### src/rtl/gpio_apb_pkg.sv
// Shared types and sizing helpers for the APB-to-GPIO slave front-end.
`ifndef ADDR_WIDTH
`define ADDR_WIDTH 32
`endif
`ifndef DATA_WIDTH
`define DATA_WIDTH 32
`endif

package gpio_apb_pkg;

  typedef enum logic [1:0] {IDLE, WAIT, ISSUE, RESP} apb_state_e;

  localparam int unsigned DEF_WAIT_STATES = 0;
  localparam int unsigned DEF_TIMEOUT_CYC = 16;

  // Counter must hold the larger of the wait-state and timeout preloads.
  function automatic int unsigned cnt_width(input int unsigned ws, input int unsigned to);
    int unsigned m;
    m = (ws > to) ? ws : to;
    return (m == 0) ? 1 : $clog2(m + 1);
  endfunction

  localparam int unsigned APB_CNT_W = cnt_width(DEF_WAIT_STATES, DEF_TIMEOUT_CYC);

endpackage

### src/rtl/apb_dn_counter.sv
// Loadable saturating down-counter with a zero flag; shared by wait-state and timeout timing.
module apb_dn_counter
  import gpio_apb_pkg::*;
#(
  parameter int unsigned W = APB_CNT_W
) (
  input  logic         PCLK,
  input  logic         PRESETn,
  input  logic         load,
  input  logic [W-1:0] load_val,
  input  logic         dec,
  output logic         zero_c
);

  logic [W-1:0] count;

  always_ff @(posedge PCLK or negedge PRESETn) begin
    if (!PRESETn) begin
      count <= '0;
    end else if (load) begin
      count <= load_val;
    end else if (dec && (count != '0)) begin
      count <= count - W'(1);
    end
  end

  assign zero_c = (count == '0);

endmodule

### src/rtl/apb_gpio_slave_if.sv
// APB3/APB4 slave front-end turning SETUP/ACCESS phases into single GPIO access strobes.
// Optional feature: define APB_GPIO_TIMEOUT_EN to bound the ISSUE phase by TIMEOUT_CYC cycles.
module apb_gpio_slave_if
  import gpio_apb_pkg::*;
#(
  parameter int unsigned ADDR_W      = `ADDR_WIDTH,
  parameter int unsigned DATA_W      = `DATA_WIDTH,
  parameter int unsigned WAIT_STATES = DEF_WAIT_STATES,
  parameter int unsigned TIMEOUT_CYC = DEF_TIMEOUT_CYC
) (
  input  logic                PCLK,
  input  logic                PRESETn,
  input  logic                PSEL,
  input  logic                PENABLE,
  input  logic                PWRITE,
  input  logic [ADDR_W-1:0]   PADDR,
  input  logic [DATA_W-1:0]   PWDATA,
  input  logic [DATA_W/8-1:0] PSTRB,
  output logic                PREADY,
  output logic [DATA_W-1:0]   PRDATA,
  output logic                PSLVERR,
  output logic                gpio_wr_en,
  output logic                gpio_rd_en,
  output logic [ADDR_W-1:0]   gpio_reg_addr,
  output logic [DATA_W-1:0]   gpio_wdata,
  output logic [DATA_W/8-1:0] gpio_strb,
  input  logic [DATA_W-1:0]   gpio_rdata,
  input  logic                gpio_ready,
  input  logic                gpio_error
);

  localparam int unsigned CNT_W = cnt_width(WAIT_STATES, TIMEOUT_CYC);
  localparam logic [CNT_W-1:0] WAIT_LOAD    = CNT_W'((WAIT_STATES > 0) ? WAIT_STATES - 1 : 0);
  localparam logic [CNT_W-1:0] TIMEOUT_LOAD = CNT_W'((TIMEOUT_CYC > 0) ? TIMEOUT_CYC - 1 : 0);

  apb_state_e       state;
  logic             write_q;
  logic             setup;
  logic             cnt_load;
  logic             cnt_dec;
  logic [CNT_W-1:0] cnt_val;
  logic             cnt_zero_c;

  assign setup = PSEL && !PENABLE;

  apb_dn_counter #(.W(CNT_W)) u_cnt (
    .PCLK     (PCLK),
    .PRESETn  (PRESETn),
    .load     (cnt_load),
    .load_val (cnt_val),
    .dec      (cnt_dec),
    .zero_c   (cnt_zero_c)
  );

  // Counter preloads one less than the cycle count so "zero" marks the last cycle.
  always_comb begin
    cnt_load = 1'b0;
    cnt_dec  = 1'b0;
    cnt_val  = '0;
    case (state)
      IDLE: begin
        if (setup) begin
          cnt_load = 1'b1;
          cnt_val  = (WAIT_STATES > 0) ? WAIT_LOAD : TIMEOUT_LOAD;
        end
      end
      WAIT: begin
        if (cnt_zero_c) begin
          cnt_load = 1'b1;
          cnt_val  = TIMEOUT_LOAD;
        end else begin
          cnt_dec = 1'b1;
        end
      end
`ifdef APB_GPIO_TIMEOUT_EN
      ISSUE: cnt_dec = 1'b1;
`endif
      default: ;
    endcase
  end

  always_ff @(posedge PCLK or negedge PRESETn) begin
    if (!PRESETn) begin
      state         <= IDLE;
      write_q       <= 1'b0;
      PREADY        <= 1'b0;
      PRDATA        <= '0;
      PSLVERR       <= 1'b0;
      gpio_wr_en    <= 1'b0;
      gpio_rd_en    <= 1'b0;
      gpio_reg_addr <= '0;
      gpio_wdata    <= '0;
      gpio_strb     <= '0;
    end else begin
      PREADY     <= 1'b0;
      gpio_wr_en <= 1'b0;
      gpio_rd_en <= 1'b0;
      case (state)
        IDLE: begin
          PRDATA  <= '0;
          PSLVERR <= 1'b0;
          if (setup) begin
            write_q       <= PWRITE;
            gpio_reg_addr <= PADDR;
            gpio_wdata    <= PWDATA;
            gpio_strb     <= PWRITE ? PSTRB : '0;
            if (PADDR[1:0] != 2'b00) begin
              state   <= RESP;
              PREADY  <= 1'b1;
              PSLVERR <= 1'b1;
            end else if (WAIT_STATES > 0) begin
              state <= WAIT;
            end else begin
              state      <= ISSUE;
              gpio_wr_en <= PWRITE;
              gpio_rd_en <= !PWRITE;
            end
          end
        end
        WAIT: begin
          if (!PSEL) begin
            state <= IDLE;
          end else if (cnt_zero_c) begin
            state      <= ISSUE;
            gpio_wr_en <= write_q;
            gpio_rd_en <= !write_q;
          end
        end
        ISSUE: begin
          if (!PSEL) begin
            state <= IDLE;
          end else if (gpio_ready) begin
            state   <= RESP;
            PREADY  <= 1'b1;
            PRDATA  <= write_q ? '0 : gpio_rdata;
            PSLVERR <= gpio_error;
`ifdef APB_GPIO_TIMEOUT_EN
          end else if (cnt_zero_c) begin
            state   <= RESP;
            PREADY  <= 1'b1;
            PRDATA  <= '0;
            PSLVERR <= 1'b1;
`endif
          end else begin
            gpio_wr_en <= write_q;
            gpio_rd_en <= !write_q;
          end
        end
        RESP: begin
          state   <= IDLE;
          PRDATA  <= '0;
          PSLVERR <= 1'b0;
        end
        default: state <= IDLE;
      endcase
    end
  end

endmodule

### config.mk
export PLATFORM = sky130hd
export DESIGN_NAME = apb_gpio_slave_if
export DESIGN_NICKNAME = d
export VERILOG_FILES = /design/src/rtl/gpio_apb_pkg.sv /design/src/rtl/apb_dn_counter.sv /design/src/rtl/apb_gpio_slave_if.sv
export SDC_FILE = /design/constraint.sdc
export NUM_CORES = 1
export LEC_CHECK = 0
export BUFFER_PORTS_ARGS = -buffer_cell sky130_fd_sc_hd__buf_2
export CORE_MARGIN = 1
export CORE_UTILIZATION = 32
export DETAILED_ROUTE_END_ITERATION = 10
export MAX_ROUTING_LAYER = met4
export PLACE_DENSITY = 0.62
export SLEW_MARGIN = 20
export SYNTH_ARGS = -nofsm -noshare
export SYNTH_HDL_FRONTEND = slang
export SYNTH_SLANG_ARGS = --single-unit
### constraint.sdc
create_clock -name PCLK -period 2.23 [get_ports PCLK]
set_input_delay 0.1115 -clock PCLK [delete_from_list [all_inputs] [get_ports PCLK]]
set_output_delay 0.1115 -clock PCLK [all_outputs]
set_load 0.01 [all_outputs]
== Yosys cells after proc, flatten, opt, wreduce, memory -nomap -nowiden ==
Cells that the tools add are included.
Storage, ports and cells
  register bits: 112
  bits of input ports: 107
  output and inout port bits: 104
  word-level logic and storage cells: 81
Cells by class
  $add $sub $neg: 1
  eq/ne operators: 8
  muxes and demuxes: 44
  reductions and logical operators: 17
Operators by type and width (count)
  two-way mux 32 bit: 3
  case mux 32 bit (2 select lines): 1
  two-way mux 1 bit: 23
  two-way mux 4 bit: 3
  two-way mux 2 bit: 5
  two-way mux 5 bit: 2
  case mux 1 bit (3 select lines): 3
  AND reduction 3 bit: 3
  case mux 2 bit (4 select lines): 1
  case mux 4 bit (2 select lines): 1
  != test 2 bit, second input constant: 3
  != test 3 bit, second input constant: 2
  nonzero test 2 bit: 3
  zero test 5 bit: 1
  nonzero test 5 bit: 1
  subtractor 5 x 1 -> 5 bit, second input constant: 1
  == test 2 bit, second input constant: 2
  case mux 1 bit (2 select lines): 2
  zero test 1 bit: 3
  nonzero test 3 bit: 1
  == test 2 x 1 -> 1 bit, second input constant: 1
  logical AND 1 bit: 2
  zero test 2 bit: 1
  AND reduction 2 bit: 1
  OR reduction 2 bit: 1

== Longest topological paths before layout ==
Gate-level depths: netlist of the first run.
  word-level depth: 6
  mapped depth: 7
  mapped depth without buffers: 6

== Hierarchy ==
A second synthesis of the first run with hierarchy kept.
Second synthesis, totals
  cell total of the unflattened synthesis: 366
  area, all modules: 4715.8 um^2
By module, submodules not included
  apb_gpio_slave_if: times used 1, cells an instance 334, area an instance 4411.7 um^2, sequential area each 2677.6 um^2
  apb_dn_counter: times used 1, cells an instance 32, area an instance 304.0 um^2, sequential area each 125.1 um^2

== Least setup slack after synthesis of the first run ==
Ideal clock, no wire load.
  path kind: register -> register
  from: register u_cnt.count[0]
  to: register state[0]
  setup time: 0.125 ns
  arrival: 1.840 ns
  required time: 2.105 ns
  slack: 0.265 ns
  stages on the path, launching flop included: 7
  path buffers: 0
  period minus slack after synthesis: 1.965 ns
  cells stage by stage: dfrtp_1 -> inv_1 -> ha_1 -> or4b_4 -> and2_4 -> a221oi_4 -> mux2_4
On the way
  cells in the longest elaborated chain, start to end: 3
RTL lines
  start: declaration: RTL line apb_dn_counter.sv:15  | logic [W-1:0] count;
  start signal: assignment: RTL line apb_dn_counter.sv:21  | count <= load_val;
  start signal: assignment: RTL line apb_dn_counter.sv:23  | count <= count - W'(1);
  zero test 5 bit: RTL line apb_dn_counter.sv:27  | assign zero_c = (count == '0);
  != test 3 bit (no source line)
  AND reduction 3 bit (no source line)
  end signal: assignment: RTL line apb_gpio_slave_if.sv:84  | state <= IDLE;
  end signal: assignment: RTL line apb_gpio_slave_if.sv:108  | state <= RESP;
  end signal: assignment: RTL line apb_gpio_slave_if.sv:112  | state <= WAIT;
  end: declaration: RTL line apb_gpio_slave_if.sv:36  | apb_state_e state;
Every way passes these cells.
A chain may end at the register's enable or synchronous reset.

== Final worst setup path of the first run ==
Same ends and word-level chain as after synthesis.

==> run_summary.xml, run 1 <==
<?xml version="1.0" encoding="UTF-8"?>
<metrics>
  <group name="outcome">
    <metric name="status" unit="">finished, final reports clean</metric>
  </group>
  <group name="sta">
    <metric name="total_neg_setup_slack" unit="ns">0</metric>
    <metric name="clock.fmax" unit="MHz">480.7</metric>
    <metric name="finalSetupViolCount" unit="">0</metric>
    <metric name="rsz0062_at_grt" unit="">false</metric>
    <metric name="fin_worst_skew" unit="ns">0.009530</metric>
    <metric name="final.period_utilization" unit="%">93.29</metric>
    <metric name="final_hold_viol_count" unit="">0</metric>
    <metric name="drv_slew" unit="">0</metric>
    <metric name="worst_slew_pin_slew" unit="ns">0.3886</metric>
    <metric name="finalCriticalPeriod" unit="ns">2.080</metric>
    <metric name="relSlewSlack" unit="%">74.09</metric>
  </group>
  <group name="clocking">
    <metric name="cts.hold.buffers_added" unit="">89</metric>
    <metric name="cts_post_setup_buffers_inserted" unit="">0</metric>
    <metric name="insertion_delay" unit="ns">0.35</metric>
    <metric name="tritoncts" unit="">yes</metric>
    <metric name="post_cts.resized_instances" unit="">0</metric>
    <metric name="worst_setup_hold_path_clk_slew" unit="ns">0.07</metric>
    <metric name="cts_made_buffers" unit="">9</metric>
    <metric name="clock_tree.root_cell" unit="">clkbuf_16</metric>
    <metric name="clock_tree.htree_level_count" unit="">3</metric>
    <metric name="cts_sinks" unit="">112</metric>
    <metric name="cts.path.max_buffers" unit="">2</metric>
  </group>
  <group name="finish">
    <metric name="layout_commonest_cell" unit="">buf_2</metric>
    <metric name="final_layout_size_suffix_gt1_share" unit="%">45.51</metric>
    <metric name="finish.utilization" unit="%">51.91</metric>
    <metric name="final_cell_mix" unit="">buf_2, dfrtp_1, dlygate4sd3_1, nand2_1, mux2_2</metric>
    <metric name="antennaDiodeCount" unit="">0</metric>
    <metric name="net_count_final" unit="">778</metric>
    <metric name="flow.area_growth_from_synthesis" unit="%">55.33</metric>
    <metric name="fin_cells" unit="">844</metric>
  </group>
  <group name="worst_setup_path">
    <metric name="max_stage_delay" unit="ns">0.50</metric>
    <metric name="timing.critical_path.fanout_max" unit="">5</metric>
    <metric name="worstSetupStartpointType" unit="">flip-flop</metric>
    <metric name="worstPathCellList" unit="">inv_1 -&gt; ha_1 -&gt; or4b_4 -&gt; and2_4 -&gt; a221oi_4 -&gt; mux2_4</metric>
    <metric name="worst_setup_ep_type" unit="">flip-flop</metric>
    <metric name="crit_slowest_cell" unit="">or4b_4</metric>
    <metric name="path_class" unit="">reg -&gt; reg</metric>
    <metric name="critPathBufInv" unit="">1</metric>
    <metric name="cp-startpoint" unit="">u_cnt.count[0]$_DFFE_PN0P_</metric>
    <metric name="critical-path-top-delay-family" unit="">simple AND/OR/NAND/NOR gates</metric>
    <metric name="cp_data_required_time" unit="ns">2.47</metric>
    <metric name="worstReg2RegStart" unit="">u_cnt.count[0]$_DFFE_PN0P_</metric>
    <metric name="timing.reg2reg.setup_slack" unit="ns">0.15</metric>
    <metric name="worstPathArrival" unit="ns">2.32</metric>
  </group>
  <group name="power_and_ir_drop">
    <metric name="vdd_ir_drop_max" unit="uV">539.0</metric>
    <metric name="power_leakage" unit="nW">3.620</metric>
    <metric name="power.density_cell_area" unit="nW/um^2">1240</metric>
  </group>
  <group name="drt">
    <metric name="detail_route.drc_violations" unit="">0</metric>
    <metric name="drt-pass1-iter-count" unit="">4</metric>
    <metric name="viasPerCell" unit="">4.591</metric>
    <metric name="detailroute.via_count" unit="">3875</metric>
    <metric name="total_detailed_routing_wirelength" unit="microns">11670</metric>
    <metric name="avgRoutedWirePerCell" unit="microns">13.83</metric>
    <metric name="dr_iter_0_viols" unit="">174</metric>
    <metric name="antenna_left" unit="">0</metric>
  </group>
  <group name="yosys">
    <metric name="synth_sequential_area_ratio" unit="%">62.34</metric>
    <metric name="syn-cell-area" unit="sq um">4496</metric>
    <metric name="post_synth.cell_area_avg" unit="sq um">12.22</metric>
    <metric name="synthArstFlopShare" unit="%">100.0</metric>
    <metric name="number_of_enable_flip_flop_cells_after_synthesis" unit="">0</metric>
    <metric name="ys.flop_type" unit="">dfrtp_1</metric>
    <metric name="synth-warning-count" unit="">0</metric>
    <metric name="synth_fp_nets" unit="">482</metric>
    <metric name="synth_instances" unit="">368</metric>
    <metric name="yosysUniqueCellTypes" unit="">30</metric>
    <metric name="ys_ff_latch" unit="">112</metric>
  </group>
  <group name="floorplan">
    <metric name="floorplan.die.width" unit="microns">120.5</metric>
    <metric name="ios" unit="">211</metric>
    <metric name="die_area" unit="sq um">14530</metric>
    <metric name="floorplan.core_area" unit="sq um">13450</metric>
    <metric name="die_height" unit="microns">120.5</metric>
    <metric name="row_count" unit="">42</metric>
    <metric name="initial_utilization" unit="%">33.42</metric>
  </group>
  <group name="placement">
    <metric name="gpl_congestion" unit="">0.7852</metric>
    <metric name="detail_placement_hpwl" unit="microns">7403</metric>
    <metric name="port-buffer-count" unit="">210</metric>
    <metric name="placed_cells" unit="">740</metric>
  </group>
  <group name="global_routing">
    <metric name="grt_antenna_before_repair" unit="">0</metric>
    <metric name="largest_net_degree_at_the_start_of_global_routing" unit="">67</metric>
    <metric name="grt_first_pass_wirelength" unit="microns">18950</metric>
    <metric name="grt_pass1_vias" unit="">3984</metric>
    <metric name="global_route.overflow_total" unit="">0</metric>
    <metric name="grt_use_total" unit="%">16.91</metric>
  </group>
  <group name="flow_run">
    <metric name="max_cap_violations" unit="">0</metric>
  </group>
  <group name="min_path">
    <metric name="hp-start" unit="">gpio_rdata[7]</metric>
    <metric name="min_path_type" unit="">in -&gt; reg</metric>
  </group>
</metrics>
power by group:
group / internal (mW) / total (mW) / switching [mW]
combinational: 1.69 / 3.58 / 1.89
sequential: 2.90 / 3.35 / 0.450
clock: 1.01 / 1.73 / 0.718
total: 5.60 / 8.66 / 3.06
synth_stat cells, types with 2 or more instances:
| cell type | number | area share, % |
|---|---|---|
| a21oi_1 | 5 | 0.56 |
| buf_2 | 6 | 0.67 |
| clkbuf_1 | 13 | 1.1 |
| dfrtp_1 | 112 | 62 |
| ha_1 | 7 | 1.9 |
| inv_1 | 7 | 0.58 |
| mux2_2 | 64 | 16 |
| nand2_1 | 80 | 6.7 |
| nand3_1 | 35 | 3.9 |
| nand3b_1 | 2 | 0.33 |
| nor2_1 | 7 | 0.58 |
| nor2b_1 | 2 | 0.28 |
| o21ai_0 | 10 | 1.1 |
| o32ai_1 | 2 | 0.39 |
cell type report:
class                           count  area, sq um
Clock inverter                      5        81.33
Multi-Input combinational cell    228         1579
Sequential cell                   112         2803
Fill cell                        1141         6470
Inverter                            7        26.28
Tap cell                          176        220.2
Timing Repair Buffer              306         2034
Clock buffer                       10        239.0
flip-flops by register name, indices dropped and copies added, names as in the netlist:
| register | flops |
|---|---|
| PREADY | 1 |
| state | 2 |
| gpio_strb | 4 |
| PRDATA | 32 |
| gpio_reg_addr | 32 |
| u_cnt.count | 5 |
| gpio_wr_en | 1 |
| gpio_rd_en | 1 |
| PSLVERR | 1 |
| gpio_wdata | 32 |
| write_q | 1 |
logic make-up (layout without fill, tap and decap cells):
| kind of cell | Yosys count | after routing | synth area share (%) |
|---|---|---|---|
| buffers and inverters | 28 | 328 | 2.672 |
| flip-flops | 112 | 112 | 62.34 |
| multiplexers | 65 | 65 | 16.37 |
| adder cells (fa/ha/maj) | 7 | 7 | 1.948 |
| AO/OA/AOI/OAI | 23 | 23 | 3.535 |
| AND/OR/NAND/NOR | 133 | 133 | 13.14 |
path summary, 6_finish.rpt:
check | depth (start not counted) | end
setup / recovery | 6 | state[0]$_DFFE_PN0P_
hold / removal | 3 | PRDATA[7]$_DFFE_PN0P_
setup reg to reg | 6 | state[0]$_DFFE_PN0P_
hold reg to reg | 2 | PRDATA[31]$_DFFE_PN0P_
max in group asynchronous | 3 | gpio_reg_addr[30]$_DFFE_PN0P_
min in group asynchronous | 2 | gpio_wdata[21]$_DFFE_PN0P_
layer usage:
metal	global-route usage, %	routed length (microns)	vias to the layer above
met2	27.41	5530	191
met1	20.52	5099	1833
met5	-	0	-
met3	3.349	830	18
met4	7.485	213	0
li1	-	-	1833
stage by stage:
step | setup WS (ns) | hold WS (ns) | power [mW] | instance area [sq um]
final | 0.1496 | 0.008907 | 8.659 | 6983
after detailed placement | 0.1500 | 0.07078 | 6.858 | 5772
after global routing | 0.06661 | 0.004349 | 9.251 | 6983
after CTS | 0.1462 | 0.0005382 | 8.737 | 6983
after floorplan | 0.2647 | -0.1841 | 5.407 | 4496
after global placement | 0.2182 | 0.05907 | 6.708 | 5772
tightest hold or removal path: stages:
cell,delay (ns)
buf_2,0.08
nand3_1,0.07
nand2_1,0.07
(Power assumes the default switching activity.)
==> run 2: changes to the inputs <==
RECOVER_POWER = 25   (was not set)
==> run 2 against run 1 <==
  * Clock power about the same
  * Final cell count did not move
  * Non-clock buffer count is the same
  * Fmax about the same
  * Total power is 0.12% lower
  * Via count about the same
  * Sequential power hardly changed
  * Routed wire length is 0.25% lower
  * First-iteration DRC count is 1.1% lower
  * Die area is the same
==> run_summary.xml, run 2 (same netlist as run 1, synthesis figures left out) <==
<?xml version="1.0" encoding="UTF-8"?>
<metrics>
  <group name="global_routing">
    <metric name="groute.layer.met1.usage" unit="%">20.52</metric>
    <metric name="globalRouteMet2Util" unit="%">27.41</metric>
    <metric name="groute.layer.met3.usage" unit="%">3.349</metric>
    <metric name="grt_pass1_vias" unit="">3984</metric>
    <metric name="largest_net_degree_at_the_start_of_global_routing" unit="">67</metric>
    <metric name="grt_use_total" unit="%">16.91</metric>
    <metric name="global_route.overflow_total" unit="">0</metric>
    <metric name="grt_antenna_before_repair" unit="">0</metric>
    <metric name="grt_first_pass_wirelength" unit="microns">18950</metric>
    <metric name="grt.busiest_layer" unit="">met2</metric>
  </group>
  <group name="drt">
    <metric name="detailroute.via_count" unit="">3877</metric>
    <metric name="avgRoutedWirePerCell" unit="microns">13.80</metric>
    <metric name="detail_route.drc_violations" unit="">0</metric>
    <metric name="total_detailed_routing_wirelength" unit="microns">11640</metric>
    <metric name="drt-pass1-iter-count" unit="">4</metric>
    <metric name="viasPerCell" unit="">4.594</metric>
    <metric name="antenna_left" unit="">0</metric>
    <metric name="dr_iter_0_viols" unit="">172</metric>
  </group>
  <group name="sta">
    <metric name="whs" unit="ns">0.01034</metric>
    <metric name="worst_slew_pin_slew" unit="ns">1.199</metric>
    <metric name="drv_slew" unit="">0</metric>
    <metric name="total_neg_setup_slack" unit="ns">0</metric>
    <metric name="rsz0062_at_grt" unit="">false</metric>
    <metric name="final_hold_viol_count" unit="">0</metric>
    <metric name="finalSetupViolCount" unit="">0</metric>
    <metric name="final.period_utilization" unit="%">93.29</metric>
    <metric name="clock.fmax" unit="MHz">480.7</metric>
    <metric name="finalCriticalPeriod" unit="ns">2.080</metric>
    <metric name="fin_worst_skew" unit="ns">0.009530</metric>
    <metric name="relSlewSlack" unit="%">20.05</metric>
  </group>
  <group name="min_path">
    <metric name="whs_path_depth" unit="">2</metric>
    <metric name="min_path_type" unit="">in -&gt; reg</metric>
  </group>
  <group name="floorplan">
    <metric name="row_count" unit="">42</metric>
    <metric name="floorplan.core_area" unit="sq um">13450</metric>
    <metric name="die_height" unit="microns">120.5</metric>
    <metric name="ios" unit="">211</metric>
    <metric name="die_area" unit="sq um">14530</metric>
    <metric name="floorplan.die.width" unit="microns">120.5</metric>
    <metric name="initial_utilization" unit="%">33.42</metric>
  </group>
  <group name="placement">
    <metric name="port-buffer-count" unit="">210</metric>
    <metric name="detail_placement_hpwl" unit="microns">7403</metric>
    <metric name="gpl_congestion" unit="">0.7852</metric>
  </group>
  <group name="outcome">
    <metric name="status" unit="">finished, final reports clean</metric>
  </group>
  <group name="clocking">
    <metric name="post_cts.resized_instances" unit="">0</metric>
    <metric name="tritoncts" unit="">yes</metric>
    <metric name="cts_sinks" unit="">112</metric>
    <metric name="worst_setup_hold_path_clk_slew" unit="ns">0.07</metric>
    <metric name="cts_made_buffers" unit="">9</metric>
    <metric name="insertion_delay" unit="ns">0.35</metric>
    <metric name="clock_tree.htree_level_count" unit="">3</metric>
    <metric name="cts.path.max_buffers" unit="">2</metric>
    <metric name="clock_tree.root_cell" unit="">clkbuf_16</metric>
    <metric name="cts_post_setup_buffers_inserted" unit="">0</metric>
  </group>
  <group name="finish">
    <metric name="layout_commonest_cell" unit="">buf_2</metric>
    <metric name="net_count_final" unit="">778</metric>
    <metric name="largest_registers" unit="">PRDATA: 32 flops, gpio_reg_addr: 32 flops, gpio_wdata: 32 flops</metric>
    <metric name="final_layout_size_suffix_gt1_share" unit="%">45.36</metric>
    <metric name="flow.area_growth_from_synthesis" unit="%">54.97</metric>
    <metric name="final_cell_mix" unit="">buf_2, dfrtp_1, dlygate4sd3_1, nand2_1, mux2_2</metric>
    <metric name="antennaDiodeCount" unit="">0</metric>
  </group>
  <group name="worst_setup_path">
    <metric name="timing.critical_path.fanout_max" unit="">5</metric>
    <metric name="worst_setup_ep_type" unit="">flip-flop</metric>
    <metric name="max_stage_delay" unit="ns">0.50</metric>
    <metric name="cp_data_required_time" unit="ns">2.47</metric>
    <metric name="worstSetupStartpointType" unit="">flip-flop</metric>
    <metric name="path_class" unit="">reg -&gt; reg</metric>
    <metric name="r2r.worst_path.cells" unit="">6</metric>
    <metric name="crit_slowest_cell" unit="">or4b_4</metric>
    <metric name="worstPathArrival" unit="ns">2.32</metric>
    <metric name="worstPathCellList" unit="">inv_1 -&gt; ha_1 -&gt; or4b_4 -&gt; and2_4 -&gt; a221oi_4 -&gt; mux2_4</metric>
  </group>
  <group name="power_and_ir_drop">
    <metric name="seq_power_share" unit="%">38.8</metric>
    <metric name="power_leakage" unit="nW">3.611</metric>
    <metric name="vdd_ir_drop_max" unit="uV">538.9</metric>
    <metric name="relative_contribution_of_the_clock_network_to_total_power" unit="%">19.9</metric>
    <metric name="power.switching_fraction" unit="%">35.27</metric>
    <metric name="combinational_group_share_of_total_power" unit="%">41.3</metric>
    <metric name="internal_power" unit="mW">5.598</metric>
    <metric name="power.net_switching" unit="mW">3.051</metric>
    <metric name="power.density_cell_area" unit="nW/um^2">1241</metric>
  </group>
  <group name="flow_run">
    <metric name="max_cap_violations" unit="">0</metric>
  </group>
</metrics>
-- run 2: per-stage QoR --
step	power [mW]	cell area, sq um	instances	setup WS [ns]	utilization (%)
floorplan	5.407	4496	368	0.2647	-
global placement	6.708	5772	740	0.2182	42.90
detailed placement	6.858	5772	740	0.1500	42.90
CTS	8.737	6983	844	0.1462	51.91
global route	9.246	6967	844	0.06661	51.79
finish	8.649	6967	844	0.1496	51.79
-- run 2: worst paths after layout --
kind	start	to	slack [ns]
worst max-delay path	u_cnt.count[0]$_DFFE_PN0P_	state[0]$_DFFE_PN0P_	0.15
worst min-delay path	PWDATA[15]	gpio_wdata[15]$_DFFE_PN0P_	0.01
worst max register to register	u_cnt.count[0]$_DFFE_PN0P_	state[0]$_DFFE_PN0P_	0.15
worst min register to register	PRDATA[31]$_DFFE_PN0P_	PRDATA[31]$_DFFE_PN0P_	0.46
max in group asynchronous	PRESETn	gpio_wdata[17]$_DFFE_PN0P_	0.50
min in group asynchronous	PRESETn	gpio_wdata[21]$_DFFE_PN0P_	0.22
-- run 2: final cells by class --
type,count,area (sq um)
fill,1143,6486
clock inverter,5,81.33
inverter,7,26.28
clock buffer,10,239.0
sequential,112,2803
timing repair buffer,306,2018
multi-input combinational,228,1579
tap,176,220.2
-- run 2: metal layers --
| metal | routed length [microns] | share of wire [%] |
|---|---|---|
| met3 | 845 | 7.3 |
| met1 | 5050 | 43 |
| met2 | 5523 | 47 |
| met5 | 0 | 0 |
| met4 | 225 | 1.9 |
-- run 2: worst max-delay path, delay by kind of cell, from the launching register on --
kind	cells	cell delay, ns
flops	1	0.41
mux	1	0.32
fa+ha+maj	1	0.22
buf+inv	1	0.09
compound gates	1	0.25
simple gates	2	0.69
-- run 2: power by group through the flow --
stage	Sequential [mW]	Combinational, mW	Clock, mW
finish	3.35	3.57	1.72
floorplan	3.74	1.67	0
detailed placement	3.37	3.49	0
CTS	3.34	3.60	1.79
global placement	3.32	3.39	0
global route	3.45	3.94	1.86
-- run 2: what timing repair did --
item / 4_1_cts / 5_1_grt
endpoints found under the setup margin: 0 / 0
endpoints found under the hold margin: 114 / 0
hold buffers: 89 / 0
